**src/rtl/mole_autoplayer.sv**
```systemverilog
// Self-playing whac-a-mole switch driver: reacts to raised moles and
// toggles one switch per whack. Optional feature macro: AUTOPLAYER_MISS_EN.
module mole_autoplayer #(
   parameter int NUM_HOLES   = 18,
   parameter int CLK_PER_MS  = 50000,
   parameter int REACTION_MS = 150,
   parameter int STEP_MS     = 50,
   parameter int MISS_PERIOD = 8
) (
   input  logic                 clk,
   input  logic                 rst,
   input  logic                 enable,
   input  logic [NUM_HOLES-1:0] mole_positions,
   output logic [NUM_HOLES-1:0] switches,
   output logic                 whack_pulse,
   output logic                 busy,
   output logic [15:0]          whack_count
);

   localparam int IW     = (NUM_HOLES > 1) ? $clog2(NUM_HOLES) : 1;
   localparam int PW     = $clog2(CLK_PER_MS + 1);
   localparam int MS_MAX = (REACTION_MS > STEP_MS) ? REACTION_MS : STEP_MS;
   localparam int MW     = $clog2(MS_MAX + 1);

   localparam logic [PW-1:0] PRE_LAST   = PW'(CLK_PER_MS - 1);
   localparam logic [MW-1:0] REACT_LAST = MW'(REACTION_MS - 1);
   localparam logic [MW-1:0] STEP_LAST  = MW'(STEP_MS - 1);

`ifdef AUTOPLAYER_MISS_EN
   localparam bit MISS_EN = 1'b1;
`else
   localparam bit MISS_EN = 1'b0;
`endif

   typedef enum logic [2:0] {
      IDLE,
      WAIT_REACT,
      SELECT,
      WHACK,
      SETTLE
   } state_t;

   state_t               state;
   logic [PW-1:0]        presc;
   logic [MW-1:0]        ms_cnt;
   logic [NUM_HOLES-1:0] whacked;
   logic [NUM_HOLES-1:0] target_oh;
   logic                 target_hit;

   logic [NUM_HOLES-1:0] pending;
   logic [NUM_HOLES-1:0] set_bit;
   logic [NUM_HOLES-1:0] sel_oh;
   logic                 sel_hit;
   logic [IW-1:0]        pick_idx;
   logic [IW-1:0]        alt_idx;
   logic [IW-1:0]        probe;
   logic                 alt_ok;
   logic                 miss_slot;
   logic                 tick;

   assign pending   = mole_positions & ~whacked;
   assign tick      = (presc == PRE_LAST);
   assign miss_slot = MISS_EN &&
                      ((int'(whack_count) % MISS_PERIOD) == (MISS_PERIOD - 1));
   assign set_bit   = (state == WHACK && target_hit && enable) ? target_oh : '0;

   // Lowest-index mole that is up and not yet whacked this raise
   always_comb begin
      pick_idx = '0;
      for (int i = NUM_HOLES - 1; i >= 0; i--) begin
         if (pending[i]) pick_idx = IW'(i);
      end
   end

   // First empty hole after the chosen one, wrapping around
   always_comb begin
      alt_idx = pick_idx;
      alt_ok  = 1'b0;
      probe   = '0;
      for (int k = NUM_HOLES - 1; k >= 1; k--) begin
         probe = IW'((int'(pick_idx) + k) % NUM_HOLES);
         if (!mole_positions[probe]) begin
            alt_idx = probe;
            alt_ok  = 1'b1;
         end
      end
   end

   // Final target: deliberate miss only when an empty hole exists
   always_comb begin
      sel_oh  = NUM_HOLES'(1) << pick_idx;
      sel_hit = 1'b1;
      if (miss_slot && alt_ok) begin
         sel_oh  = NUM_HOLES'(1) << alt_idx;
         sel_hit = 1'b0;
      end
   end

   // Whacked mask: bits drop with their mole, set on a real hit
   always_ff @(posedge clk or posedge rst) begin
      if (rst) begin
         whacked <= '0;
      end else if (!enable) begin
         whacked <= '0;
      end else begin
         whacked <= (whacked & mole_positions) | set_bit;
      end
   end

   // Sequencer: reaction delay, pick one target, whack, settle gap
   always_ff @(posedge clk or posedge rst) begin
      if (rst) begin
         state       <= IDLE;
         presc       <= '0;
         ms_cnt      <= '0;
         target_oh   <= '0;
         target_hit  <= 1'b0;
         switches    <= '0;
         whack_pulse <= 1'b0;
         busy        <= 1'b0;
         whack_count <= '0;
      end else begin
         whack_pulse <= 1'b0;
         if (!enable) begin
            state  <= IDLE;
            busy   <= 1'b0;
            presc  <= '0;
            ms_cnt <= '0;
         end else begin
            unique case (state)
               IDLE: begin
                  if (|pending) begin
                     state  <= WAIT_REACT;
                     busy   <= 1'b1;
                     presc  <= '0;
                     ms_cnt <= '0;
                  end
               end
               WAIT_REACT: begin
                  if (!(|pending)) begin
                     state  <= IDLE;
                     busy   <= 1'b0;
                     presc  <= '0;
                     ms_cnt <= '0;
                  end else if (tick) begin
                     presc <= '0;
                     if (ms_cnt == REACT_LAST) begin
                        state  <= SELECT;
                        ms_cnt <= '0;
                     end else begin
                        ms_cnt <= ms_cnt + MW'(1);
                     end
                  end else begin
                     presc <= presc + PW'(1);
                  end
               end
               SELECT: begin
                  if (!(|pending)) begin
                     state <= IDLE;
                     busy  <= 1'b0;
                  end else begin
                     target_oh  <= sel_oh;
                     target_hit <= sel_hit;
                     state      <= WHACK;
                  end
               end
               WHACK: begin
                  switches    <= switches ^ target_oh;
                  whack_pulse <= 1'b1;
                  if (whack_count != 16'hFFFF)
                     whack_count <= whack_count + 16'd1;
                  presc  <= '0;
                  ms_cnt <= '0;
                  state  <= SETTLE;
               end
               SETTLE: begin
                  if (tick) begin
                     presc <= '0;
                     if (ms_cnt == STEP_LAST) begin
                        ms_cnt <= '0;
                        if (|pending) begin
                           state <= SELECT;
                        end else begin
                           state <= IDLE;
                           busy  <= 1'b0;
                        end
                     end else begin
                        ms_cnt <= ms_cnt + MW'(1);
                     end
                  end else begin
                     presc <= presc + PW'(1);
                  end
               end
               default: begin
                  state <= IDLE;
                  busy  <= 1'b0;
               end
            endcase
         end
      end
   end

endmodule

```
**config.mk**
```make
export PLATFORM = sky130hd
export DESIGN_NAME = mole_autoplayer
export DESIGN_NICKNAME = d
export VERILOG_FILES = /design/src/rtl/mole_autoplayer.sv
export SDC_FILE = /design/constraint.sdc
export NUM_CORES = 1
export LEC_CHECK = 0
export ABC_AREA = 0
export BUFFER_PORTS_ARGS = -buffer_cell sky130_fd_sc_hd__buf_2
export CORE_MARGIN = 5
export CORE_UTILIZATION = 58
export DETAILED_ROUTE_END_ITERATION = 6
export HOLD_SLACK_MARGIN = 0.15
export PLACE_DENSITY = 0.79
export REMOVE_ABC_BUFFERS = 1
export SYNTH_ARGS = -nofsm -noshare
export SYNTH_HDL_FRONTEND = slang
export SYNTH_SLANG_ARGS = --single-unit
```
**constraint.sdc**
```tcl
create_clock -name clk -period 3.5 [get_ports clk]
set_input_delay 0.525 -clock clk [delete_from_list [all_inputs] [get_ports clk]]
set_output_delay 0.525 -clock clk [all_outputs]
set_load 0.005 [all_outputs]
```
After elaboration in Yosys (flattened, before gate mapping)
Index checks and enable logic that the tools add are counted.
{"block": "op_classes", "addsub": 3, "eq_ne": 15, "shifts": 1, "mux": 51, "bitwise_logic": 5, "n_reduce_logical": 12}
{"operator": "5-bit 2-to-1 mux", "n": 18}
{"operator": "16-bit 2-to-1 mux", "n": 4}
{"operator": "16-bit case mux with 4 select lines", "n": 1}
{"operator": "8-bit 2-to-1 mux", "n": 7}
{"operator": "18-bit AND", "n": 2}
{"operator": "18-bit 2-to-1 mux", "n": 2}
{"operator": "16-bit by 1-bit adder with 16-bit output (second input constant)", "n": 2}
{"operator": "8-bit case mux with 4 select lines", "n": 1}
{"operator": "3-bit 2-to-1 mux", "n": 7}
{"operator": "18-bit NOT", "n": 1}
{"operator": "18-bit OR", "n": 1}
{"operator": "18-bit OR reduction", "n": 1}
{"operator": "1-bit by 5-bit left shift with 18-bit output (first input constant)", "n": 1}
{"operator": "18-bit bitwise XOR", "n": 1}
{"operator": "16-bit == test (second input constant)", "n": 1}
{"operator": "16-bit != test (second input constant)", "n": 1}
{"operator": "3-bit case mux with 5 select lines", "n": 1}
{"operator": "3-bit != test (second input constant)", "n": 3}
{"operator": "8-bit by 1-bit adder with 8-bit output (second input constant)", "n": 1}
{"operator": "8-bit by 6-bit == test with 1-bit output (second input constant)", "n": 1}
{"operator": "8-bit == test (second input constant)", "n": 1}
{"operator": "4-bit != test (second input constant)", "n": 2}
{"operator": "4-bit AND reduction", "n": 2}
{"operator": "1-bit 2-to-1 mux", "n": 7}
{"operator": "other kinds (13)", "n": 18}
{"block": "word_totals", "regBits": 100, "elab_cells": 97}

Depth between registers and ports, before layout
Gate-level depths: netlist of the first run.
{"block": "depth", "ltp_word": 21, "depth_mapped": 8, "mapped_depth_nobuf": 8}

Worst setup path after synthesis of the first run
OpenSTA, ideal clock, no wires.
{"block": "synth_path", "path_kind": "input to register", "startpoint": "input mole_positions[0]", "endpoint": "register ms_cnt[6]", "setup_ns": 0.131, "arrival_time_ns": 2.158, "t_required_ns": 3.369, "setup_slack_ns": 1.211, "cell_stages": 8, "cell_sequence": "nor2b_4 > or4_4 > nand3b_4 > o2111ai_4 > a21oi_4 > buf_6 > o21ai_2 > o211ai_1"}
{"block": "synth_via", "elab_chain_cells": 5, "word_cells_on_any_way": 8}
{"element": "start, declared", "line_no": "13", "source": "input logic [NUM_HOLES-1:0] mole_positions,"}
{"element": "18-bit AND *", "line_no": "61", "source": "assign pending = mole_positions & ~whacked;"}
{"element": "18-bit OR reduction *", "line_no": "132, 140"}
{"element": "8-bit 2-to-1 mux", "line_no": "140", "source": "if (!(|pending)) begin"}
{"element": "8-bit case mux with 4 select lines", "line_no": "130", "source": "unique case (state)"}
{"element": "8-bit 2-to-1 mux", "line_no": "124", "source": "if (!enable) begin"}
{"element": "end signal, assigned", "line_no": "151", "source": "ms_cnt <= ms_cnt + MW'(1);"}
{"element": "end signal, assigned", "line_no": "188", "source": "ms_cnt <= ms_cnt + MW'(1);"}
{"element": "end, declared", "line_no": "45", "source": "logic [MW-1:0] ms_cnt;"}
Every way passes the cells marked *; elsewhere a longest branch is shown, timed or not.
A chain may end at the register's enable or synchronous reset.

Worst setup path after layout of the first run
{"block": "layout_path", "startpoint": "register whacked[4]", "endpoint": "register ms_cnt[5]"}
{"block": "layout_via", "elab_chain_cells": 6, "word_cells_on_any_way": 9}
{"element": "start, declared", "line_no": "46", "source": "logic [NUM_HOLES-1:0] whacked;"}
{"element": "start signal, assigned", "line_no": "106", "source": "whacked <= (whacked & mole_positions) | set_bit;"}
{"element": "18-bit NOT *", "line_no": "61"}
{"element": "18-bit AND *", "line_no": "61"}
{"element": "18-bit OR reduction *", "line_no": "132, 140"}
{"element": "8-bit 2-to-1 mux", "line_no": "140"}
{"element": "8-bit case mux with 4 select lines", "line_no": "130"}
{"element": "8-bit 2-to-1 mux", "line_no": "124"}
Marks and branches as above.

==> run metrics, run 1 <==
run status complete, no violations; wire per inst 16.6 um; post-CTS resize count 0; Critical Path RT 3790 ps; post-CTS setup buffer count 0; Post-synth EDFFs 0; CP arrival 2870 ps; Post-route DRC 0; Die X 102 um; clock root buffer clkbuf_8; power density cells 522 mW/mm2; initial cell density of the core 59.6%; sequential share of power 48.1%; Ys Warns 0; Fin Hold WS 251 ps; Max FO, Critical Path 14; initial drt markers 203; final hold vios 0; CTS clk-pin slew, worst paths 100 ps; multi-input gate area in the final layout 0.00227 mm2; CTS Buffer Depth 2; RSZ-0062 raised after global routing false; maximum clock rate 388 MHz; Layout fillers 693; largest net degree at the start of global routing 58; initial antenna violation count 0; Clock power frac 26.1%; element type at the critical path end flop; ant diodes 0; WS Path Type flop to flop; Vias 3816; Post-DRT Antenna Nets 0; Mapped Avg Cell Area 10.2 um2; total CTS buffers 9; Least-Margin Pin Slew 832 ps; Min-Delay Path Class input port to async pin; CP Launch Type flop; CTS Sinks 100; Slew HR 44.5%; CTS Hold Bufs 0; GR Overflow Total 0; IO Count 57; Leak 2.50 nW; Die Height 102 um; Final Cycle Share 73.6%; gr usage total 22.2%; Vias/cell 5.88; Yosys cell types 65; H-tree levels 3; vias in the first global route 3936; IO Port Bufs 56; worst skew pair latency 370 ps; NetSw 962 uW; Combinational Power Share 25.8%; final wirelength 10800 um; Sw Share 33.5%; Seq/Total Area, Yosys 50.9%; Max VDD drop 0.000265 V; Synth async-reset ratio 100%; TNS Setup 0 ps; Cell Area, Synth 0.00492 mm2; 1st-pass router iterations 4; CTS tree done; die area 0.0104 mm2; Net count, final 565; Tmin final 2580 ps; FF+latch area 0.00250 mm2; Post-Syn Instances 481; global-route wire length before repair 18500 um; final setup vio count 0; Int Pwr 1.91 mW; max-cap viol count 0; prevailing post-synth register cell dfrtp_1; cell row count 33; CORE AREA 0.00826 mm2; synthesis-stage register bit count 100; synthesis-to-finish area growth 11.8%; layout cells sized above 1 18.0%; dpl hpwl 7740 um; Final Skew 16.6 ps; Final Max Slew Viols 0; gpl congestion 0.854
## synthesized netlist by cell type, drive strengths merged, types with 2 or more instances
| cell | count | area share [%] |
|---|---|---|
| and2 | 2 | 0.25 |
| a21oi | 17 | 2.0 |
| a211oi | 9 | 1.6 |
| nand4 | 6 | 0.76 |
| a41oi | 2 | 0.36 |
| a22o | 10 | 1.8 |
| or4 | 2 | 0.38 |
| nand2b | 11 | 1.4 |
| nor4 | 5 | 0.76 |
| nand3 | 21 | 2.4 |
| a21o | 2 | 0.33 |
| o31ai | 2 | 0.58 |
| nor3 | 9 | 0.92 |
| nor2b | 36 | 4.7 |
| and4 | 2 | 0.36 |
| dfrtp | 100 | 51 |
| nand2 | 62 | 4.8 |
| o21ai | 26 | 3.0 |
| xor2 | 4 | 0.71 |
| or2 | 2 | 0.25 |
| buf | 7 | 1.0 |
| a32o | 3 | 0.61 |
| xnor2 | 29 | 5.2 |
| and3 | 11 | 1.4 |
| mux2i | 4 | 0.81 |
| o22ai | 6 | 0.76 |
| a31oi | 2 | 0.25 |
| nor2 | 21 | 1.7 |
| inv | 18 | 1.4 |
| a22oi | 21 | 3.2 |
| a211o | 2 | 0.36 |
| nor4b | 3 | 0.66 |
| nand3b | 2 | 0.56 |
| clkbuf | 7 | 0.53 |
| ha | 4 | 1.0 |
## through the flow
stage / worst slack (ps) / total power, mW / instances / cell area, um2 / util (%)
2_1_floorplan: 356 / 1.89 / 467 / 4840 / -
5_1_grt: 748 / 3.02 / 649 / 5500 / 66.6
4_1_cts: 919 / 2.88 / 649 / 5500 / 66.6
3_5_place_dp: 591 / 2.14 / 634 / 5300 / 64.2
3_3_place_gp: 765 / 2.10 / 634 / 5300 / 64.2
6_report: 923 / 2.87 / 649 / 5500 / 66.6
## cell usage in the layout (no fill, tap or decap), types with 4 or more instances in the layout
cell type / netlist / routed
a211oi_1: 7 / 7
a21oi_1: 16 / 16
a22o_1: 10 / 10
a22oi_1: 21 / 21
and3_1: 11 / 11
buf_2: 2 / 56
buf_4: 2 / 6
clkbuf_8: 0 / 10
dfrtp_1: 100 / 100
ha_1: 4 / 4
inv_1: 17 / 16
mux2i_1: 4 / 4
nand2_1: 61 / 61
nand2b_1: 11 / 11
nand3_1: 20 / 20
nand4_1: 6 / 6
nor2_1: 20 / 20
nor2b_1: 35 / 35
nor3_1: 9 / 9
nor4_1: 4 / 4
o21ai_0: 17 / 17
o21ai_1: 6 / 6
o22ai_1: 6 / 6
xnor2_1: 29 / 29
xor2_1: 4 / 4
## cell type report
| type | instances | area share, % |
|---|---|---|
| flip-flops and latches | 100 | 45.5 |
| clock buffers | 10 | 2.50 |
| well taps | 105 | 2.39 |
| clock inverters | 5 | 1.09 |
| repair buffers | 62 | 5.92 |
| inverters | 18 | 1.27 |
| multi-input cells | 349 | 41.3 |
## cells by family after synthesis
family | Yosys count | synth area share [%]
AO/OA/AOI/OAI | 108 | 16.3
multiplexers | 5 | 1.04
AND/OR/NAND/NOR | 199 | 21.9
buffers and inverters | 32 | 2.95
XOR/XNOR | 33 | 5.87
flip-flops | 100 | 50.9
adder cells (fa/ha/maj) | 4 | 1.02
## layer usage
metal  up-vias  share of wire (%)  GRT usage [%]
met5         -                  0              0
met4         0                1.6           7.97
met3        14                4.2           3.82
met2        72                 53           39.3
met1      1903                 42           27.1
li1       1827                  -              -
## power groups by stage
stage | clock [mW] | combinational (mW) | sequential (mW)
6_report | 0.750 | 0.740 | 1.38
5_1_grt | 0.809 | 0.816 | 1.40
4_1_cts | 0.753 | 0.744 | 1.38
3_5_place_dp | 0 | 0.737 | 1.40
3_3_place_gp | 0 | 0.714 | 1.39
2_1_floorplan | 0 | 0.515 | 1.38
## state kept, by name, summed over array words and instances, names as in the netlist
register	cells
switches	18
target_oh	18
whacked	18
presc	16
whack_count	16
ms_cnt	8
state	3
busy	1
target_hit	1
whack_pulse	1
## final timing paths
check	endpoint	cells after the start	from	slack, ps
setup reg to reg	ms_cnt[5]	7	whacked[4]	920
max in group asynchronous	switches[0]	3	rst	2470
setup / recovery	ms_cnt[5]	7	whacked[4]	920
hold / removal	whack_count[1]	2	rst	250
hold reg to reg	switches[6]	1	switches[6]	470
min in group clk	whacked[14]	3	mole_positions[14]	450
## worst max-delay path, cell delays in order, from the launching register on
cell	delay (ps)
dfrtp_1	390
nor2b_1	80
nor4_1	550
nand2_1	330
o31ai_4	590
buf_4	310
a211oi_1	80
o22ai_1	170
(Power assumes the default switching activity.)
==> inputs of run 2 (changes only) <==
--- a/config.mk
+++ b/config.mk
@@ -8,10 +8,10 @@
 export ABC_AREA = 0
 export BUFFER_PORTS_ARGS = -buffer_cell sky130_fd_sc_hd__buf_2
 export CORE_MARGIN = 5
-export CORE_UTILIZATION = 58
+export CORE_UTILIZATION = 53
 export DETAILED_ROUTE_END_ITERATION = 6
 export HOLD_SLACK_MARGIN = 0.15
-export PLACE_DENSITY = 0.79
+export PLACE_DENSITY = 0.76
 export REMOVE_ABC_BUFFERS = 1
 export SYNTH_ARGS = -nofsm -noshare
 export SYNTH_HDL_FRONTEND = slang
==> constraint.sdc (replaced) <==
create_clock -name clk -period 2.1 [get_ports clk]
set_input_delay 0.315 -clock clk [delete_from_list [all_inputs] [get_ports clk]]
set_output_delay 0.315 -clock clk [all_outputs]
set_load 0.005 [all_outputs]
==> run 2 against run 1 <==
The run now ends with setup timing left; power rose by 85%; sequential cell count did not move; first-iteration DRC count grew 15%; maximum frequency grew 20%; critical endpoint is now ms_cnt[7]; largest power group unchanged.
==> run metrics, run 2 (same netlist as run 1, synthesis figures left out) <==
run status finished, violations left (was complete, no violations); failing checks setup timing; worst hold stages 3; IO Count 57 (unchanged); critical-path cell list nor2b_4 -> or4_4 -> nand3b_4 -> o2111ai_4 -> buf_12 -> a21oi_4 -> a211oi_2 -> o22ai_1 (was nor2b_1 -> nor4_1 -> nand2_1 -> o31ai_4 -> buf_4 -> a211oi_1 -> o22ai_1); Post-route DRC 0 (unchanged); initial cell density of the core 53.8% (was 59.6%); final setup vio count 5 (was 0); GR Overflow Total 0 (unchanged); CORE AREA 0.00915 mm2 (was 0.00826 mm2); Leak 2.86 nW (was 2.50 nW); Net count, final 621 (was 565); element type at the critical path end flop (unchanged); global-route wire length before repair 19600 um (was 18500 um); wire per inst 17.4 um (was 16.6 um); largest net degree at the start of global routing 35 (was 58); CTS Sinks 100 (unchanged); largest registers switches x18, target_oh x18, whacked x18 (unchanged); Slew HR 60.9% (was 44.5%); Final Skew 22.5 ps (was 16.6 ps); post-place setup slack -203 ps (was 591 ps); 1st-pass router iterations 7 (was 4); final wirelength 12400 um (was 10800 um); Max FO, Critical Path 8 (was 14); Placed Cells 684 (was 634); Tmin final 2150 ps (was 2580 ps); layout cells sized above 1 30.3% (was 18.0%); die area 0.0113 mm2 (was 0.0104 mm2); FF-to-FF End ms_cnt[7] (was ms_cnt[5]); CP arrival 2410 ps (was 2870 ps); initial drt markers 234 (was 203); Least-Margin Pin Slew 581 ps (was 832 ps); reg2reg start whacked[0] (was whacked[4]); most frequent cells in the layout 99 x dfrtp_1, 60 x nand2_1, 56 x buf_2 (was 100 x dfrtp_1, 61 x nand2_1, 56 x buf_2); Critical Path RT 2360 ps (was 3790 ps); Fin Hold WS 211 ps (was 251 ps); critical path depth in cells 8 (was 7); Final Cycle Share 103% (was 73.6%); vias in the first global route 4146 (was 3936); final worst setup slack -54.1 ps (was 923 ps); gr usage total 21.8% (was 22.2%); synthesis-to-finish area growth 26.4% (was 11.8%); final hold vios 0 (unchanged); cell row count 35 (was 33); dpl hpwl 8380 um (was 7740 um); CTS tree done (unchanged); r2r worst-path depth 8 (was 7); clock root buffer clkbuf_8 (unchanged); max-cap viol count 0 (unchanged); Crit path max-delay family simple AND/OR/NAND/NOR gates (unchanged); Vias/cell 5.83 (was 5.88); WS Path Type flop to flop (unchanged); Non-Filler Instances 712 (was 649); worst skew pair latency 390 ps (was 370 ps); reg2reg setup slack -50 ps (was 920 ps); Final Max Slew Viols 0 (unchanged); CTS Buffer Depth 2 (unchanged); Max VDD drop 0.000503 V (was 0.000265 V); Die X 106 um (was 102 um); IO Port Bufs 56 (unchanged); initial antenna violation count 0 (unchanged); Min-Delay Path Class input port to flop (was input port to async pin); maximum clock rate 464 MHz (was 388 MHz); Buf/Inv on CP 1 (unchanged); Post-DRT Antenna Nets 0 (unchanged); CP Launch Type flop (unchanged); ant diodes 0 (unchanged); most common cell after layout, fill and taps aside dfrtp_1 (unchanged); Die Height 106 um (was 102 um); RSZ-0062 raised after global routing true (was false); power density cells 855 mW/mm2 (was 522 mW/mm2); total CTS buffers 9 (unchanged); Vias 4150 (was 3816); slowest cell on the critical path or4_4 (was o31ai_4); CTS clk-pin slew, worst paths 130 ps (was 100 ps); H-tree levels 3 (unchanged); gpl congestion 0.850 (was 0.854); CP peak stage delay 510 ps (was 590 ps); Hold Crit Start mole_positions[17]; Hold EP whacked[17]
[run 2: power by group]
group / internal, mW / total, mW / switching, mW / leakage, nW
clock: 0.497 / 1.33 / 0.831 / 0.108
combinational: 0.776 / 1.70 / 0.920 / 1.37
sequential: 2.11 / 2.29 / 0.184 / 1.38
[run 2: repair_timing]
item | CTS | global route
gates resized for setup | 15 | 30
setup buffers | 6 | 1
endpoints found under the setup margin | 24 | 69
gates cloned | 2 | 2
endpoints found under the hold margin | 31 | 0
pin swaps | 12 | 15
hold buffers | 1 | 0
[run 2: tightest hold or removal path: stages]
cell and delay [ps]:
buf_2 90, a22oi_1 70, nor2b_1 100
[run 2: final cells by class]
type                            instances  area [um2]
Clock inverter                          7        91.3
Fill cell                             720        2930
Sequential cell                       100        2500
Inverter                               18        72.6
Multi-Input combinational cell        351        2460
Tap cell                              111         139
Timing Repair Buffer                  116         830
Clock buffer                            9         124
[run 2: worst max path at each step]
stage                                 start         to  slack [ps]
after floorplan                         rst       busy        -830
after global placement    mole_positions[0]       busy        -150
after detailed placement  mole_positions[0]  ms_cnt[1]        -200
after CTS                        whacked[1]  ms_cnt[2]         -20
after global routing             whacked[0]  ms_cnt[7]        -130
final                            whacked[0]  ms_cnt[7]         -50
[run 2: routing by layer]
layer	global-route usage (%)	vias to the layer above	wire (um)
met5	0	-	0
met4	10.5	0	447
met3	3.52	38	637
met2	36.4	142	6160
met1	27.5	2028	5160
li1	-	1942	-
[run 2: metrics by stage]
step | total power [mW] | cell area [um2] | TNS (ps) | util (%)
after detailed placement | 3.71 | 5680 | -5390 | 62.0
after global placement | 3.66 | 5680 | -3690 | 62.0
after floorplan | 3.16 | 4840 | -87530 | -
after CTS | 5.16 | 6040 | -15.3 | 66.0
after global routing | 5.58 | 6220 | -1770 | 67.9
final | 5.32 | 6220 | -111 | 67.9
==> inputs of run 3 (changes only) <==
--- a/config.mk
+++ b/config.mk
@@ -8,10 +8,10 @@
 export ABC_AREA = 0
 export BUFFER_PORTS_ARGS = -buffer_cell sky130_fd_sc_hd__buf_2
 export CORE_MARGIN = 5
-export CORE_UTILIZATION = 53
+export CORE_UTILIZATION = 60
 export DETAILED_ROUTE_END_ITERATION = 6
 export HOLD_SLACK_MARGIN = 0.15
-export PLACE_DENSITY = 0.76
+export PLACE_DENSITY = 0.82
 export REMOVE_ABC_BUFFERS = 1
 export SYNTH_ARGS = -nofsm -noshare
 export SYNTH_HDL_FRONTEND = slang
==> constraint.sdc (replaced) <==
create_clock -name clk -period 2.6 [get_ports clk]
set_input_delay 0.39 -clock clk [delete_from_list [all_inputs] [get_ports clk]]
set_output_delay 0.39 -clock clk [all_outputs]
set_load 0.005 [all_outputs]
==> run 3 against run 2 <==
The flow now finishes without violations; routed wire length shrank 13%; die area shrank 11%; clock-buffer cell count grew 1; critical path depth is the same; sequential power shrank 19%; via count shrank 8.0%; first-iteration DRC count shrank 28%; worst setup slack gained 270 ps; core utilization grew 1.3 points; power shrank 25%; final cell count shrank 7.9%; combinational power shrank 41%; largest power group unchanged.
==> run metrics, run 3 (same netlist as run 1, synthesis figures left out) <==
CTS Buffer Depth 2 (unchanged); worst skew pair latency 360 ps (was 390 ps); sequential share of power 46.3% (was 43.1%); initial drt markers 169 (was 234); layout cells sized above 1 18.9% (was 30.3%); initial cell density of the core 60.8% (was 53.8%); final hold vios 0 (unchanged); final setup vio count 0 (was 5); total CTS buffers 9 (unchanged); dpl hpwl 7620 um (was 8380 um); 1st-pass router iterations 4 (was 7); NetSw 1.30 mW (was 1.93 mW); Clock power frac 28.3% (was 25.0%); Int Pwr 2.70 mW (was 3.38 mW); WS Path Type flop to flop (unchanged); Critical Path RT 2870 ps (was 2360 ps); Final Max Slew Viols 0 (unchanged); final wirelength 10800 um (was 12400 um); IO Count 57 (unchanged); CP arrival 2650 ps (was 2410 ps); Final Cycle Share 91.7% (was 103%); die area 0.0101 mm2 (was 0.0113 mm2); Leak 2.55 nW (was 2.86 nW); CTS clk-pin slew, worst paths 100 ps (was 130 ps); most common cell after layout, fill and taps aside dfrtp_1 (unchanged); largest registers switches x18, target_oh x18, whacked x18 (unchanged); Die X 101 um (was 106 um); CTS Hold Bufs 1 (unchanged); element type at the critical path end flop (unchanged); Min-Delay Path Class input port to flop (unchanged); Die Height 101 um (was 106 um); CTS Sinks 100 (unchanged); GR Overflow Total 0 (unchanged); run status complete, no violations (was finished, violations left); ant diodes 0 (unchanged); CP Launch Type flop (unchanged); cell row count 33 (was 35); Final Instance Area 0.00561 mm2 (was 0.00622 mm2); Max FO, Critical Path 15 (was 8); Vias/cell 5.82 (was 5.83); IO Port Bufs 56 (unchanged); total power 4.00 mW (was 5.32 mW); Post-route DRC 0 (unchanged); Combinational Power Share 25.3% (was 31.9%); post-CTS resize count 0 (was 15); max-cap viol count 0 (unchanged); gpl congestion 0.855 (was 0.850); wire per inst 16.5 um (was 17.4 um); global-route wire length before repair 18800 um (was 19600 um); largest net degree at the start of global routing 46 (was 35); final worst setup slack 217 ps (was -54.1 ps); post-place setup slack 57.2 ps (was -203 ps); CTS tree done (unchanged); H-tree levels 3 (unchanged); synthesis-to-finish area growth 14.0% (was 26.4%); Post-DRT Antenna Nets 0 (unchanged); Tmin final 2380 ps (was 2150 ps); Vias 3820 (was 4150); Sw Share 32.6% (was 36.4%); CORE AREA 0.00809 mm2 (was 0.00915 mm2); Final Skew 12.6 ps (was 22.5 ps); Placed Area 0.00536 mm2 (was 0.00568 mm2); vias in the first global route 4012 (was 4146); clock root buffer clkbuf_8 (unchanged); Slew HR 58.9% (was 60.9%); maximum clock rate 420 MHz (was 464 MHz); RSZ-0062 raised after global routing false (was true); Net count, final 571 (was 621); most frequent cells in the layout 100 x dfrtp_1, 61 x nand2_1, 56 x buf_2 (was 99 x dfrtp_1, 60 x nand2_1, 56 x buf_2); power density cells 714 mW/mm2 (was 855 mW/mm2); Max VDD drop 0.000379 V (was 0.000503 V); initial antenna violation count 0 (unchanged); post-CTS setup buffer count 0 (was 6); Least-Margin Pin Slew 611 ps (was 581 ps); gr usage total 23.1% (was 21.8%)
[run 3: cell count changes in the layout (fill, tap and decap cells not counted), moves of 3 or more]
cell	before	now
nor2b_1	32	35
a211oi_1	3	7
o21ai_0	12	17
buf_4	50	9
a211oi_2	6	2
buf_6	3	0
[run 3: per-layer routing]
| metal | global-route usage [%] | wire length (um) |
|---|---|---|
| met5 | 0 | 0 |
| met1 | 29.7 | 4740 |
| met4 | 5.70 | 136 |
| met2 | 40.1 | 5560 |
| met3 | 4.84 | 402 |
[run 3: power groups by stage]
stage | logic [mW] | registers [mW] | clock network, mW
floorplan | 0.693 | 1.86 | 0
global placement | 0.983 | 1.87 | 0
detailed placement | 1.02 | 1.88 | 0
CTS | 1.02 | 1.85 | 1.15
global route | 1.13 | 1.88 | 1.21
finish | 1.01 | 1.85 | 1.13
[run 3: area by class of cell]
type / instances / area (um2)
clock buffer: 10 / 138
clock inverter: 6 / 95.1
fill: 659 / 2490
inverter: 18 / 70.1
multi-input combinational: 349 / 2270
sequential: 100 / 2500
tap: 105 / 131
timing repair buffer: 68 / 398
[run 3: worst paths after layout]
| check | startpoint | to | slack (ps) | cells past startpoint |
|---|---|---|---|---|
| max reg2reg | whacked[4] | state[1] | 220 | 8 |
| max | whacked[4] | state[1] | 220 | 8 |
| min in group asynchronous | rst | whack_count[11] | 660 | 3 |
| min reg2reg | switches[9] | switches[9] | 470 | 1 |
| min | mole_positions[12] | whacked[12] | 320 | 3 |
| max in group asynchronous | rst | ms_cnt[7] | 1280 | 4 |
[run 3: metrics by stage]
step                      hold WS, ps  setup TNS [ps]  std cells  utilization, %
after detailed placement          457               0        639            66.3
final                             316               0        656            69.3
after global placement            441               0        639            66.3
after CTS                         311               0        656            69.3
after global routing              328               0        656            69.3
after floorplan                   425          -40880        467               -
[run 3: critical path: stages, from the launching register on]
cell      delay, ps
dfrtp_1         380
nor2b_1          80
nor4_1          570
nand2_1         330
o21ai_1         270
a211oi_2        100
buf_4           210
nor2_2          130
nor4b_2         220
